[src/rtl/iob_ram_t2p_be.sv]
// Two-port RAM (one write port, one read port) with byte strobes, 1/2-cycle read latency and post-reset zero sweep.
// Optional macro IOB_RAM_T2P_BE_FWD_EN: a same-address read/write returns merged (forwarded) data instead of the old word.
module iob_ram_t2p_be #(
    parameter              HEXFILE    = "none",
    parameter int unsigned ADDR_W     = 6,
    parameter int unsigned DATA_W     = 32,
    parameter int unsigned RD_LAT     = 1,
    parameter int unsigned INIT_CLEAR = 1
) (
    input  logic                clk_i,
    input  logic                arst_n_i,
    input  logic                w_en_i,
    input  logic [DATA_W/8-1:0] w_strb_i,
    input  logic [ADDR_W-1:0]   w_addr_i,
    input  logic [DATA_W-1:0]   w_data_i,
    input  logic                r_en_i,
    input  logic [ADDR_W-1:0]   r_addr_i,
    output logic [DATA_W-1:0]   r_data_o,
    output logic                r_valid_o,
    output logic                busy_o
);

    localparam int unsigned DEPTH  = 2 ** ADDR_W;
    localparam int unsigned STRB_W = DATA_W / 8;
    localparam bit          CLR_EN = (INIT_CLEAR == 1) && (HEXFILE == "none");

    if ((RD_LAT != 1) && (RD_LAT != 2)) begin : g_bad_rd_lat
        $error("iob_ram_t2p_be: RD_LAT must be 1 or 2");
    end
    if ((DATA_W % 8) != 0) begin : g_bad_data_w
        $error("iob_ram_t2p_be: DATA_W must be a multiple of 8");
    end

    typedef enum logic {
        S_CLEAR = 1'b0,
        S_READY = 1'b1
    } state_t;

    state_t              state_q, state_d;
    logic [ADDR_W-1:0]   clr_addr_q, clr_addr_d;
    logic                busy_q, busy_d;
    logic                clr_we_c;
    logic                wr_en_c;
    logic                rd_en_c;
    logic [DATA_W-1:0]   rd_word_c;
    logic [DATA_W-1:0]   s1_data_q, s1_data_d;
    logic                s1_valid_q, s1_valid_d;
    logic [DATA_W-1:0]   mem [DEPTH];

    // Clear sweep sequencing and request gating
    always_comb begin
        state_d    = state_q;
        clr_addr_d = clr_addr_q;
        clr_we_c   = 1'b0;
        if (state_q == S_CLEAR) begin
            clr_we_c   = 1'b1;
            clr_addr_d = clr_addr_q + ADDR_W'(1);
            if (&clr_addr_q) begin
                state_d = S_READY;
            end
        end
        busy_d  = (state_d == S_CLEAR);
        wr_en_c = w_en_i && (state_q == S_READY);
        rd_en_c = r_en_i && (state_q == S_READY);
    end

    always_ff @(posedge clk_i or negedge arst_n_i) begin
        if (!arst_n_i) begin
            state_q    <= CLR_EN ? S_CLEAR : S_READY;
            clr_addr_q <= '0;
            busy_q     <= CLR_EN;
        end else begin
            state_q    <= state_d;
            clr_addr_q <= clr_addr_d;
            busy_q     <= busy_d;
        end
    end

    // Storage array: sweep write has priority, otherwise byte-strobed user write
    always_ff @(posedge clk_i) begin
        if (clr_we_c) begin
            mem[clr_addr_q] <= '0;
        end else if (wr_en_c) begin
            for (int k = 0; k < STRB_W; k++) begin
                if (w_strb_i[k]) begin
                    mem[w_addr_i][8*k +: 8] <= w_data_i[8*k +: 8];
                end
            end
        end
    end

    // Read word; the default returns the pre-write content on a collision
    always_comb begin
        rd_word_c = mem[r_addr_i];
`ifdef IOB_RAM_T2P_BE_FWD_EN
        if (wr_en_c && (w_addr_i == r_addr_i)) begin
            for (int k = 0; k < STRB_W; k++) begin
                if (w_strb_i[k]) begin
                    rd_word_c[8*k +: 8] = w_data_i[8*k +: 8];
                end
            end
        end
`endif
        s1_valid_d = rd_en_c;
        s1_data_d  = rd_en_c ? rd_word_c : s1_data_q;
    end

    always_ff @(posedge clk_i or negedge arst_n_i) begin
        if (!arst_n_i) begin
            s1_data_q  <= '0;
            s1_valid_q <= 1'b0;
        end else begin
            s1_data_q  <= s1_data_d;
            s1_valid_q <= s1_valid_d;
        end
    end

    if (RD_LAT == 2) begin : g_lat2
        logic [DATA_W-1:0] s2_data_q, s2_data_d;
        logic              s2_valid_q, s2_valid_d;

        always_comb begin
            s2_valid_d = s1_valid_q;
            s2_data_d  = s1_valid_q ? s1_data_q : s2_data_q;
        end

        always_ff @(posedge clk_i or negedge arst_n_i) begin
            if (!arst_n_i) begin
                s2_data_q  <= '0;
                s2_valid_q <= 1'b0;
            end else begin
                s2_data_q  <= s2_data_d;
                s2_valid_q <= s2_valid_d;
            end
        end

        assign r_data_o  = s2_data_q;
        assign r_valid_o = s2_valid_q;
    end else begin : g_lat1
        assign r_data_o  = s1_data_q;
        assign r_valid_o = s1_valid_q;
    end

    assign busy_o = busy_q;

endmodule

[config.mk]
export PLATFORM = sky130hd
export DESIGN_NAME = iob_ram_t2p_be
export DESIGN_NICKNAME = d
export VERILOG_FILES = /design/src/rtl/iob_ram_t2p_be.sv
export SDC_FILE = /design/constraint.sdc
export NUM_CORES = 2
export LEC_CHECK = 0
export CORE_ASPECT_RATIO = 1.2
export CORE_MARGIN = 2
export CORE_UTILIZATION = 50
export DETAILED_ROUTE_END_ITERATION = 10
export PLACE_DENSITY = 0.72
export SYNTH_ARGS = -nofsm -noshare
export SYNTH_HDL_FRONTEND = slang
export SYNTH_SLANG_ARGS = --single-unit
[constraint.sdc]
create_clock -name clk_i -period 5.4 [get_ports clk_i]
set_input_delay 0.81 -clock clk_i [delete_from_list [all_inputs] [get_ports clk_i]]
set_output_delay 0.81 -clock clk_i [all_outputs]
set_load 0.005 [all_outputs]
==> results.ini <==
[sta]
fin_crit_ps=4363
whs_ps=135.8
period_share_pct=80.80
worst_pin_slew_ps=1281
fin_tns_setup_ps=0
max_freq_mhz=229.2
hold_violations=0
slew_viol_final=0
rsz0062_at_grt=no
setup-violations-final=0
setup_slack_ps=1037
slew_headroom_pct=14.37
skew_ps=35.97

[finish]
area_growth_pct=12.51
final_cell_mix=2048 x edfxtp_1, 384 x mux4_2, 296 x mux2i_1
layout_commonest_cell=edfxtp_1
final_nets=4217
fin_cells=6441
final_cell_area_um2=90850
drive_above_1_share_pct=20.89

[clock_tree]
cts_buffers=186
cts-root-buf=clkbuf_16
path_clk_slew_ps=60
cts_tree=built
cts.repair.resized=0
holdBufCountCts=0
h-tree-depth=4
clock_latency_ps=850
cts_buffer_depth=3
clkSinkCount=2089
post_cts_buffers=0

[routing]
drc=0
viasPerCell=6.197
wl_met3_mm=16.79
drt-met1-wl_mm=71.18
highest_layer=met5
routed_wl_mm=187.2
wl_met2_mm=92.70
final_antenna_net_count=0
route.detailed.wl_per_inst_um=29.06
num_vias=39910
drt_iter0_markers=4939
dr.pass1.iters=5

[setup_path]
slowest_stage=nor4_4
crit_chain=clkdlybuf4s50_1 -> nor4_4 -> nor2_4 -> buf_4 -> mux2i_1 -> nand2_1 -> nor2_1
r2r_cells=6
worstPathArrival_ps=4820
required_ps=5860
cp-end-kind=register
cp_top_family=simple AND/OR/NAND/NOR gates
crit-reg2reg-launch=state_q
reg2reg_slack_ps=1110
r2r_end=mem[18][22]
crit_buf_inv=2
startpoint_type=input port
cp_max_fo=14
crit_type=in2reg
max_stage_delay_ps=840

[synthesis]
synth_seq_cells=2089
ys_types=43
yosys_warnings=0
syn_area_um2=80740
syn-instance-count=3959
synthesis.nets=4012
avgSynthCellArea_um2=20.39
synth_seq_area_share_pct=77.44

[global_routing]
first_global_vias=40080
grt_pass1_wl_mm=272.7
antenna_found_initial=10
grt_max_degree=119
gr-total-overflow=0
grt_use_total_pct=22.82

[floorplanning]
die_w_um=370.8
num_rows=161
coreArea_um2=160300
pin_count=86
die_h_um=444.2
start_util_pct=50.36
die_area_um2=164700

[placement]
dp.cells=6095
postPlaceCellArea_um2=84750
gp_congestion=0.8666
hpwl_mm=116.6
placement.io_buffers=85
pre_cts_ws_ps=233.9

[hold_path]
min_path_type=in2async

[pwr]
power_density_nw_per_um2=346.4
p_leak_uw=0.02408
vdd_drop_max_v=0.0002501

[flow_run]
maxCapViolCount=0

[outcome]
status=finished, final reports clean

-- registers in the layout, summed over array words and instances, names as in the netlist --
register,count
busy_o,1
clr_addr_q,6
mem,2048
r_data_o,32
r_valid_o,1
state_q,1
-- synth_stat cells (all sizes together) --
| master | number | area share, % |
|---|---|---|
| edfxtp | 2048 | 76 |
| mux4 | 384 | 11 |
| mux2i | 296 | 3.7 |
| nor2 | 266 | 1.2 |
| a22oi | 160 | 1.5 |
| buf | 145 | 1.0 |
| nand2 | 94 | 0.44 |
| clkbuf | 93 | 0.43 |
| nand3 | 67 | 0.42 |
| o22ai | 64 | 0.50 |
| a211oi | 62 | 0.58 |
| dfrtp | 40 | 1.2 |
| nor2b | 34 | 0.26 |
| or3 | 34 | 0.26 |
| and2 | 33 | 0.26 |
| a21oi | 32 | 0.20 |
| a221o | 32 | 0.40 |
| nand4 | 32 | 0.25 |
| mux2 | 5 | 0.070 |
| nand2b | 5 | 0.039 |
| xnor2 | 5 | 0.054 |
| inv | 4 | 0.019 |
| o41ai | 3 | 0.033 |
| and3 | 2 | 0.015 |
| and3b | 2 | 0.022 |
| nor3 | 2 | 0.012 |
| nor4 | 2 | 0.034 |
| o2111ai | 2 | 0.022 |
| or3b | 2 | 0.022 |
| a31o | 1 | 0.011 |
| dfstp | 1 | 0.033 |
| ha | 1 | 0.015 |
| nand3b | 1 | 0.0093 |
| nand4b | 1 | 0.011 |
| nor3b | 1 | 0.0093 |
| o21ai | 1 | 0.0062 |
| o2bb2ai | 1 | 0.011 |
| or2 | 1 | 0.0078 |
-- final cells by class --
| class | count | area (um2) |
|---|---|---|
| Clock buffer | 228 | 4892 |
| Fill cell | 11600 | 69500 |
| Sequential cell | 2089 | 62530 |
| Timing Repair Buffer | 255 | 2411 |
| Tap cell | 2119 | 2651 |
| Inverter | 4 | 15.01 |
| Multi-Input combinational cell | 1628 | 17140 |
| Clock inverter | 113 | 1195 |
| Antenna cell | 5 | 12.51 |
-- metrics by stage --
stage          utilization, %  total power (uW)
2_1_floorplan               -             18350
3_3_place_gp            52.85             18590
3_5_place_dp            52.85             18590
4_1_cts                 56.65             31600
5_1_grt                 56.65             32210
6_report                56.66             31470
-- worst max-delay path by stage --
stage,depth (start not counted),to,startpoint,slack [ps]
after floorplan,5,mem[0][10],w_en_i,2270
after global placement,7,mem[47][18],w_en_i,370
after detailed placement,7,mem[18][18],w_en_i,230
after CTS,7,mem[18][22],w_en_i,1150
after global routing,7,mem[63][12],w_en_i,880
final,7,mem[18][22],w_strb_i[0],1040
-- kinds of logic after synthesis --
group	count (synthesis)	share of synthesized area (%)
compound gates	358	3.237
xor+xnor	5	0.05423
fa+ha+maj	1	0.01549
buf+inv	242	1.495
flops	2089	77.44
mux	685	14.45
simple gates	579	3.310
-- where the power goes --
| part | total (uW) | switching [uW] | internal (uW) |
|---|---|---|---|
| registers | 17500 | 0 | 17500 |
| logic | 727 | 458 | 269 |
| clock network | 13200 | 5910 | 7320 |
| total | 31500 | 6370 | 25100 |
-- worst register-to-register path, stage by stage (launching register included) --
cell,delay [ps]
dfrtp_1,600
nand2_1,300
nor2_4,380
buf_4,320
mux2i_1,760
nand2_1,730
nor2_1,820
-- routing by layer --
| metal | track usage (%) | vias to the layer above |
|---|---|---|
| met5 | 0 | - |
| met4 | 8.226 | 4 |
| met3 | 4.363 | 345 |
| met2 | 37.13 | 1983 |
| met1 | 30.97 | 20840 |
| li1 | - | 16740 |
Note: power is estimated with default switching activity, not from simulation.
